## config.mk

```make
export PLATFORM = sky130hd
export DESIGN_NAME = writeback_arbiter
export DESIGN_NICKNAME = d
export VERILOG_FILES = /design/src/rtl/writeback_arbiter.sv
export SDC_FILE = /design/constraint.sdc
export NUM_CORES = 1
export LEC_CHECK = 0
export CORE_MARGIN = 1.5
export CORE_UTILIZATION = 37
export DETAILED_ROUTE_END_ITERATION = 8
export GPL_TIMING_DRIVEN = 1
export PLACE_DENSITY = 0.89
export SLEW_MARGIN = 20
export SYNTH_ARGS = -nofsm -noshare
export SYNTH_HDL_FRONTEND = slang
export SYNTH_SLANG_ARGS = --single-unit
```

## constraint.sdc

```tcl
create_clock -name clk -period 1.4 [get_ports clk]
set_input_delay 0.21 -clock clk [delete_from_list [all_inputs] [get_ports clk]]
set_output_delay 0.21 -clock clk [all_outputs]
set_load 0.05 [all_outputs]
```

## src/rtl/writeback_arbiter.sv

```systemverilog
// Register-bank writeback arbiter: two one-entry holding slots (ALU, load) committed round-robin onto one write port.
// Latency: a result handshaken at edge N drives write_en during cycle N..N+1 and is committed by the bank at edge N+1.
// Backpressure: x_ready = !x_full || x_granted (registered state only); a stalled slot holds until granted or reset.
// Optional feature macro: WB_BYPASS_EN (same-cycle forwarding of the committing value to the three read ports).

module writeback_arbiter #(
  parameter int DATA_W = 32,
  parameter int IDX_W  = 4
) (
  input  logic                 clk,
  input  logic                 rst_sync,

  input  logic                 alu_valid,
  output logic                 alu_ready,
  input  logic [IDX_W-1:0]     alu_index,
  input  logic [DATA_W-1:0]    alu_data,

  input  logic                 mem_valid,
  output logic                 mem_ready,
  input  logic [IDX_W-1:0]     mem_index,
  input  logic [DATA_W-1:0]    mem_data,

  output logic                 write_en,
  output logic [IDX_W-1:0]     write_index,
  output logic [DATA_W-1:0]    write,

  output logic [(1<<IDX_W)-1:0] pending,

  input  logic [IDX_W-1:0]     read_a_index,
  input  logic [IDX_W-1:0]     read_b_index,
  input  logic [IDX_W-1:0]     read_c_index,
  output logic                 fwd_a_hit,
  output logic                 fwd_b_hit,
  output logic                 fwd_c_hit,
  output logic [DATA_W-1:0]    fwd_a,
  output logic [DATA_W-1:0]    fwd_b,
  output logic [DATA_W-1:0]    fwd_c
);

  localparam int NREG = 1 << IDX_W;

  typedef enum logic {
    SRC_ALU = 1'b0,
    SRC_MEM = 1'b1
  } src_e;

  // Holding slots and round-robin pointer
  logic              alu_full_q, alu_full_d;
  logic [IDX_W-1:0]  alu_idx_q,  alu_idx_d;
  logic [DATA_W-1:0] alu_dat_q,  alu_dat_d;
  logic              mem_full_q, mem_full_d;
  logic [IDX_W-1:0]  mem_idx_q,  mem_idx_d;
  logic [DATA_W-1:0] mem_dat_q,  mem_dat_d;
  src_e              last_grant_q, last_grant_d;

  logic grant_alu;
  logic grant_mem;
  logic grant_valid;
  logic alu_hs;
  logic mem_hs;

  // Grant selection; nothing is granted during reset so held results are dropped without a write
  always_comb begin
    grant_alu = 1'b0;
    grant_mem = 1'b0;
    if (!rst_sync) begin
      if (alu_full_q && mem_full_q) begin
        if (last_grant_q == SRC_MEM) begin
          grant_alu = 1'b1;
        end else begin
          grant_mem = 1'b1;
        end
      end else begin
        grant_alu = alu_full_q;
        grant_mem = mem_full_q;
      end
    end
  end

  assign grant_valid = grant_alu || grant_mem;

  // A slot can take a new result when empty or when it is draining this cycle
  assign alu_ready = rst_sync || !alu_full_q || grant_alu;
  assign mem_ready = rst_sync || !mem_full_q || grant_mem;
  assign alu_hs    = alu_valid && alu_ready;
  assign mem_hs    = mem_valid && mem_ready;

  // Write-port mux; index 0 consumes a grant but never raises write_en
  always_comb begin
    write_index = '0;
    write       = '0;
    if (grant_alu) begin
      write_index = alu_idx_q;
      write       = alu_dat_q;
    end else if (grant_mem) begin
      write_index = mem_idx_q;
      write       = mem_dat_q;
    end
    write_en = grant_valid && (write_index != '0);
  end

  // Pending-write mask for issue hazard checks; r0 is never reported
  always_comb begin
    pending = '0;
    for (int i = 1; i < NREG; i++) begin
      pending[i] = (alu_full_q && (alu_idx_q == IDX_W'(i))) ||
                   (mem_full_q && (mem_idx_q == IDX_W'(i)));
    end
  end

  // Slot and pointer next state: a same-edge handshake refills a draining slot
  always_comb begin
    alu_full_d   = alu_full_q && !grant_alu;
    alu_idx_d    = alu_idx_q;
    alu_dat_d    = alu_dat_q;
    mem_full_d   = mem_full_q && !grant_mem;
    mem_idx_d    = mem_idx_q;
    mem_dat_d    = mem_dat_q;
    last_grant_d = last_grant_q;
    if (alu_hs) begin
      alu_full_d = 1'b1;
      alu_idx_d  = alu_index;
      alu_dat_d  = alu_data;
    end
    if (mem_hs) begin
      mem_full_d = 1'b1;
      mem_idx_d  = mem_index;
      mem_dat_d  = mem_data;
    end
    if (grant_alu) begin
      last_grant_d = SRC_ALU;
    end else if (grant_mem) begin
      last_grant_d = SRC_MEM;
    end
  end

  // State registers; reset empties both slots and lets the ALU win the first tie
  always_ff @(posedge clk) begin
    if (rst_sync) begin
      alu_full_q   <= 1'b0;
      alu_idx_q    <= '0;
      alu_dat_q    <= '0;
      mem_full_q   <= 1'b0;
      mem_idx_q    <= '0;
      mem_dat_q    <= '0;
      last_grant_q <= SRC_MEM;
    end else begin
      alu_full_q   <= alu_full_d;
      alu_idx_q    <= alu_idx_d;
      alu_dat_q    <= alu_dat_d;
      mem_full_q   <= mem_full_d;
      mem_idx_q    <= mem_idx_d;
      mem_dat_q    <= mem_dat_d;
      last_grant_q <= last_grant_d;
    end
  end

`ifdef WB_BYPASS_EN
  // Same-cycle forwarding of the value being committed; write_en already excludes r0
  always_comb begin
    fwd_a_hit = write_en && (write_index == read_a_index);
    fwd_b_hit = write_en && (write_index == read_b_index);
    fwd_c_hit = write_en && (write_index == read_c_index);
    fwd_a     = fwd_a_hit ? write : '0;
    fwd_b     = fwd_b_hit ? write : '0;
    fwd_c     = fwd_c_hit ? write : '0;
  end
`else
  logic unused_read_idx;
  assign unused_read_idx = ^{read_a_index, read_b_index, read_c_index};

  // Forwarding disabled: outputs stay present but are tied off
  always_comb begin
    fwd_a_hit = 1'b0;
    fwd_b_hit = 1'b0;
    fwd_c_hit = 1'b0;
    fwd_a     = '0;
    fwd_b     = '0;
    fwd_c     = '0;
  end
`endif

endmodule

```

# Word-level counts from Yosys, hierarchy flattened
# Cells that the tools add are included.
[classes]
n_mux = 14
n_eq_ne = 30
n_reduce_logical = 62
[ops]
columns = ["op", "n"]
rows = [
  ["== test 4 bit (second input constant)", 16],
  ["2-to-1 mux 32 bit", 2],
  ["logical AND 1 bit", 36],
  ["== test 4 x 3 -> 1 bit (second input constant)", 8],
  ["logical OR 1 bit", 20],
  ["== test 4 x 2 -> 1 bit (second input constant)", 4],
  ["2-to-1 mux 1 bit", 10],
  ["== test 4 x 1 -> 1 bit (second input constant)", 2],
  ["2-to-1 mux 4 bit", 2],
  ["zero test 1 bit", 4],
  ["nonzero test 4 bit", 1],
  ["nonzero test 2 bit", 1],
]
[totals]
elab_cells = 113
out_inout_bits = 154
regBits = 75

# Logic depth before layout (Yosys ltp)
[logic_depth]
ltp_word = 7
mapped_depth = 7
ltp_nobuf = 4

# Worst setup path after synthesis
# Ideal clock, no wire load.
[synth_timing]
path_kind = "reg-to-output"
start = "register alu_full_q"
end = "output port pending[1]"
t_required_ps = 1190
n_path_buf = 1
arrival_time_ps = 1707
slack_ps = -517
stages_incl_launch_ff = 4
cell_sequence = "dfxtp_1 buf_2 or3b_1 o22ai_1"
[synth_via]
elab_chain_len = 2
[synth_rtl]
columns = ["item", "line_no", "text"]
rows = [
  ["start: declaration", "48", "logic alu_full_q, alu_full_d;"],
  ["start signal: assignment", "148", "alu_full_q <= alu_full_d;"],
  ["logical AND 1 bit", "106", "pending[i] = (alu_full_q && (alu_idx_q == IDX_W'(i))) ||"],
  ["logical OR 1 bit", "106", ""],
  ["end: declaration", "27", "output logic [(1<<IDX_W)-1:0] pending,"],
]
# Every way passes these cells.

# Worst setup path after layout
[layout_timing]
start = "register alu_idx_q[3]"
end = "output port write_en"
[layout_via]
elab_chain_len = 3
[layout_rtl]
columns = ["item", "line_no", "text"]
rows = [
  ["start: declaration", "49", "logic [IDX_W-1:0] alu_idx_q, alu_idx_d;"],
  ["start signal: assignment", "149", "alu_idx_q <= alu_idx_d;"],
  ["2-to-1 mux 4 bit", "92", "if (grant_alu) begin"],
  ["nonzero test 4 bit", "99", "write_en = grant_valid && (write_index != '0);"],
  ["logical AND 1 bit", "99", ""],
  ["end: declaration", "23", "output logic write_en,"],
]
# Every way passes these cells.

==> impl_metrics.ini <==
[setup_path]
critical_path_class = reg -> out
crit_chain = nor2b_1, a32o_2, a2111o_2, buf_8
rrSetupSlack_ns = -0.29
arrival_ns = 1.74
critical_path.slowest_cell = a2111o_2
cp.required_ns = 1.19
cp_max_fo = 4
cpPeakStageDelay_ns = 0.47
worstSetupEndpointType = output pin
critPathLaunchType = register

[floorplan]
io_pins = 242
die_area_sq_um = 13600
die_height_um = 117
die_w_um = 117
num_rows = 41
start_util_pct = 37.8
coreArea_sq_um = 12600

[drt]
routed-via-count = 4426
via_per_inst = 5.02
firstDrtPassIters = 4
drt-initial-drc-count = 208
drt_wl_total_um = 16600
route.detailed.drc = 0
wl_per_cell_um = 18.8
ant_nets = 0

[global_route]
grt_max_degree = 36
grt_antenna_before_repair = 1
grt_pass1_vias = 4370
grt_pass1_wl_um = 22300
grtUsageTotal_pct = 21.5
grt.overflow.total = 0

[cts]
clk_transition_reported_paths_ns = 0.07
cts_root_buffer = clkbuf_16
h-tree-depth = 3
cts_tree = built
clk_path_buf_depth = 2
clk_latency_ns = 0.33
cts_inserted_buffers = 9
hold_buffers = 0
cts_sinks = 75

[logic_synthesis]
ys_async_sr_fraction_pct = 0
yosysSeqAreaShare_pct = 31.4
syn_avg_cell_area_sq_um = 8.99
yosys_warnings = 0
synthCells = 531
synth_ff_type = dfxtp_1
synth_edf_count = 0
synth_cell_type_count = 34
synth_area_sq_um = 4780
yosys_register_bits = 75

[timing]
worst_slew_pin_slew_ns = 0.569
skew_ns = 0.00581
period_share_pct = 140
finalHoldViolations = 0
slew_headroom_pct = 62.1
slew_violations = 0
clock.fmax_mhz = 512
rsz0062_at_grt = yes
period_needed_ns = 1.95
finalWorstSetupSlack_ns = -0.553
setup_viol = 127

[pwr]
p_int_mw = 4.22
p_switching_mw = 2.43
power_density_nw_per_um2 = 806
clkPwrFrac_pct = 34.1
vdd_drop_max_v = 0.000718
total_power_mw = 6.64
p_seq_share_pct = 35.5
leakage_nw = 3.29
p_sw_share_pct = 36.5
power_frac_comb_pct = 30.5

[worst_hold_path]
min_path_type = in -> reg

[placement]
globalplace.congestion = 0.862
io_buffers = 129
hpwl_um = 9870

[finish]
final_cell_mix = conb_1 (100), clkdlybuf4s50_1 (72), dfxtp_1 (71)
fin_nets = 791
fin_util_pct = 65.3
drive_above_1_share_pct = 54.1
area_delta_synth_final_pct = 72.6
final_common_cell = conb_1
fillers = 905

[run_status]
violations = setup timing
status = finished with violations

[run]
maxCapViolCount = 0
==> area by class of cell <==
cell class / instances / area [sq um] / share of cell area, %
clock inverter: 7 / 65.1 / 0.789
timing repair buffer: 210 / 2700 / 32.8
multi-input combinational: 402 / 3490 / 42.3
tap: 172 / 215 / 2.61
antenna: 1 / 2.50 / 0.0304
inverter: 5 / 31.3 / 0.379
clock buffer: 9 / 225 / 2.73
sequential: 75 / 1510 / 18.3
==> critical path, delay by kind of cell, from the launching register on <==
| kind | cells | cell delay [ns] |
|---|---|---|
| compound gates | 2 | 0.75 |
| flops | 1 | 0.35 |
| buf+inv | 1 | 0.16 |
| simple gates | 1 | 0.15 |
==> synth_stat cells, types with 5 or more instances <==
cell      number  area [sq um]
o21ai_1       21           105
buf_12         8           160
o22ai_1       15          93.8
a22o_1        32           280
nand3_1       34           170
nor2b_1        6          37.5
clkbuf_1      12          45.0
a21oi_1       32           160
buf_4        103           773
buf_6          6          67.6
nand3_2       40           400
buf_2         17          85.1
a21oi_2       40           350
nand2b_1       5          31.3
o21ai_0       54           270
dfxtp_1       75          1500
==> metrics by stage <==
step	area (sq um)	hold WS [ns]	setup WS (ns)	setup TNS, ns	instances
after global placement	6600	0.467	-0.218	-6.67	838
after detailed placement	6600	0.469	-0.236	-7.87	838
final	8240	0.271	-0.553	-36.14	881
after CTS	7570	0.224	-0.549	-24.10	869
after global routing	8240	0.265	-0.594	-41.24	881
after floorplan	5650	0.341	-0.270	-1.86	630
==> per-layer routing <==
layer	up-vias	GRT usage [%]	wire (um)
li1	2061	-	-
met1	2144	24.1	6490
met2	193	39.3	8690
met3	28	5.19	1040
met4	0	8.27	359
met5	-	0	0
==> path summary, 6_finish.rpt <==
path | start | endpoint | cells after the start
worst min-delay path | rst_sync | mem_idx_q[2]$_SDFFE_PP0P_ | 3
worst max-delay path | alu_idx_q[3]$_SDFFE_PP0P_ | write_en | 4
worst max register to register | alu_full_q$_SDFF_PP0_ | alu_dat_q[6]$_SDFFE_PP0P_ | 9
worst min register to register | mem_dat_q[14]$_SDFFE_PP0P_ | mem_dat_q[14]$_SDFFE_PP0P_ | 2
==> power by group through the flow <==
stage	clock network [mW]	registers [mW]	logic [mW]
3_3_place_gp	0	2.38	1.68
6_report	2.26	2.36	2.03
5_1_grt	2.42	2.37	2.11
3_5_place_dp	0	2.39	1.70
2_1_floorplan	0	2.38	1.47
4_1_cts	2.30	2.35	1.86
==> timing repair <==
item                       CTS  global route
setup endpoints to repair  102           126
gates cloned                 5             5
pin swaps                   16            68
gates resized for setup    137           136
buffers inserted            11            13
==> sequential cells by signal, summed over array words and instances, names as in the netlist <==
| name | flops |
|---|---|
| mem_dat_q | 32 |
| alu_full_q | 1 |
| alu_dat_q | 32 |
| last_grant_q | 1 |
| mem_full_q | 1 |
| mem_idx_q | 4 |
| alu_idx_q | 4 |
==> cells by family after synthesis <==
kind of cell / share of synthesized area (%)
AND/OR/NAND/NOR: 16.0
flip-flops: 31.4
other: 0.0785
buffers and inverters: 24.8
AO/OA/AOI/OAI: 27.7
Note: power is estimated with default switching activity, not from simulation.
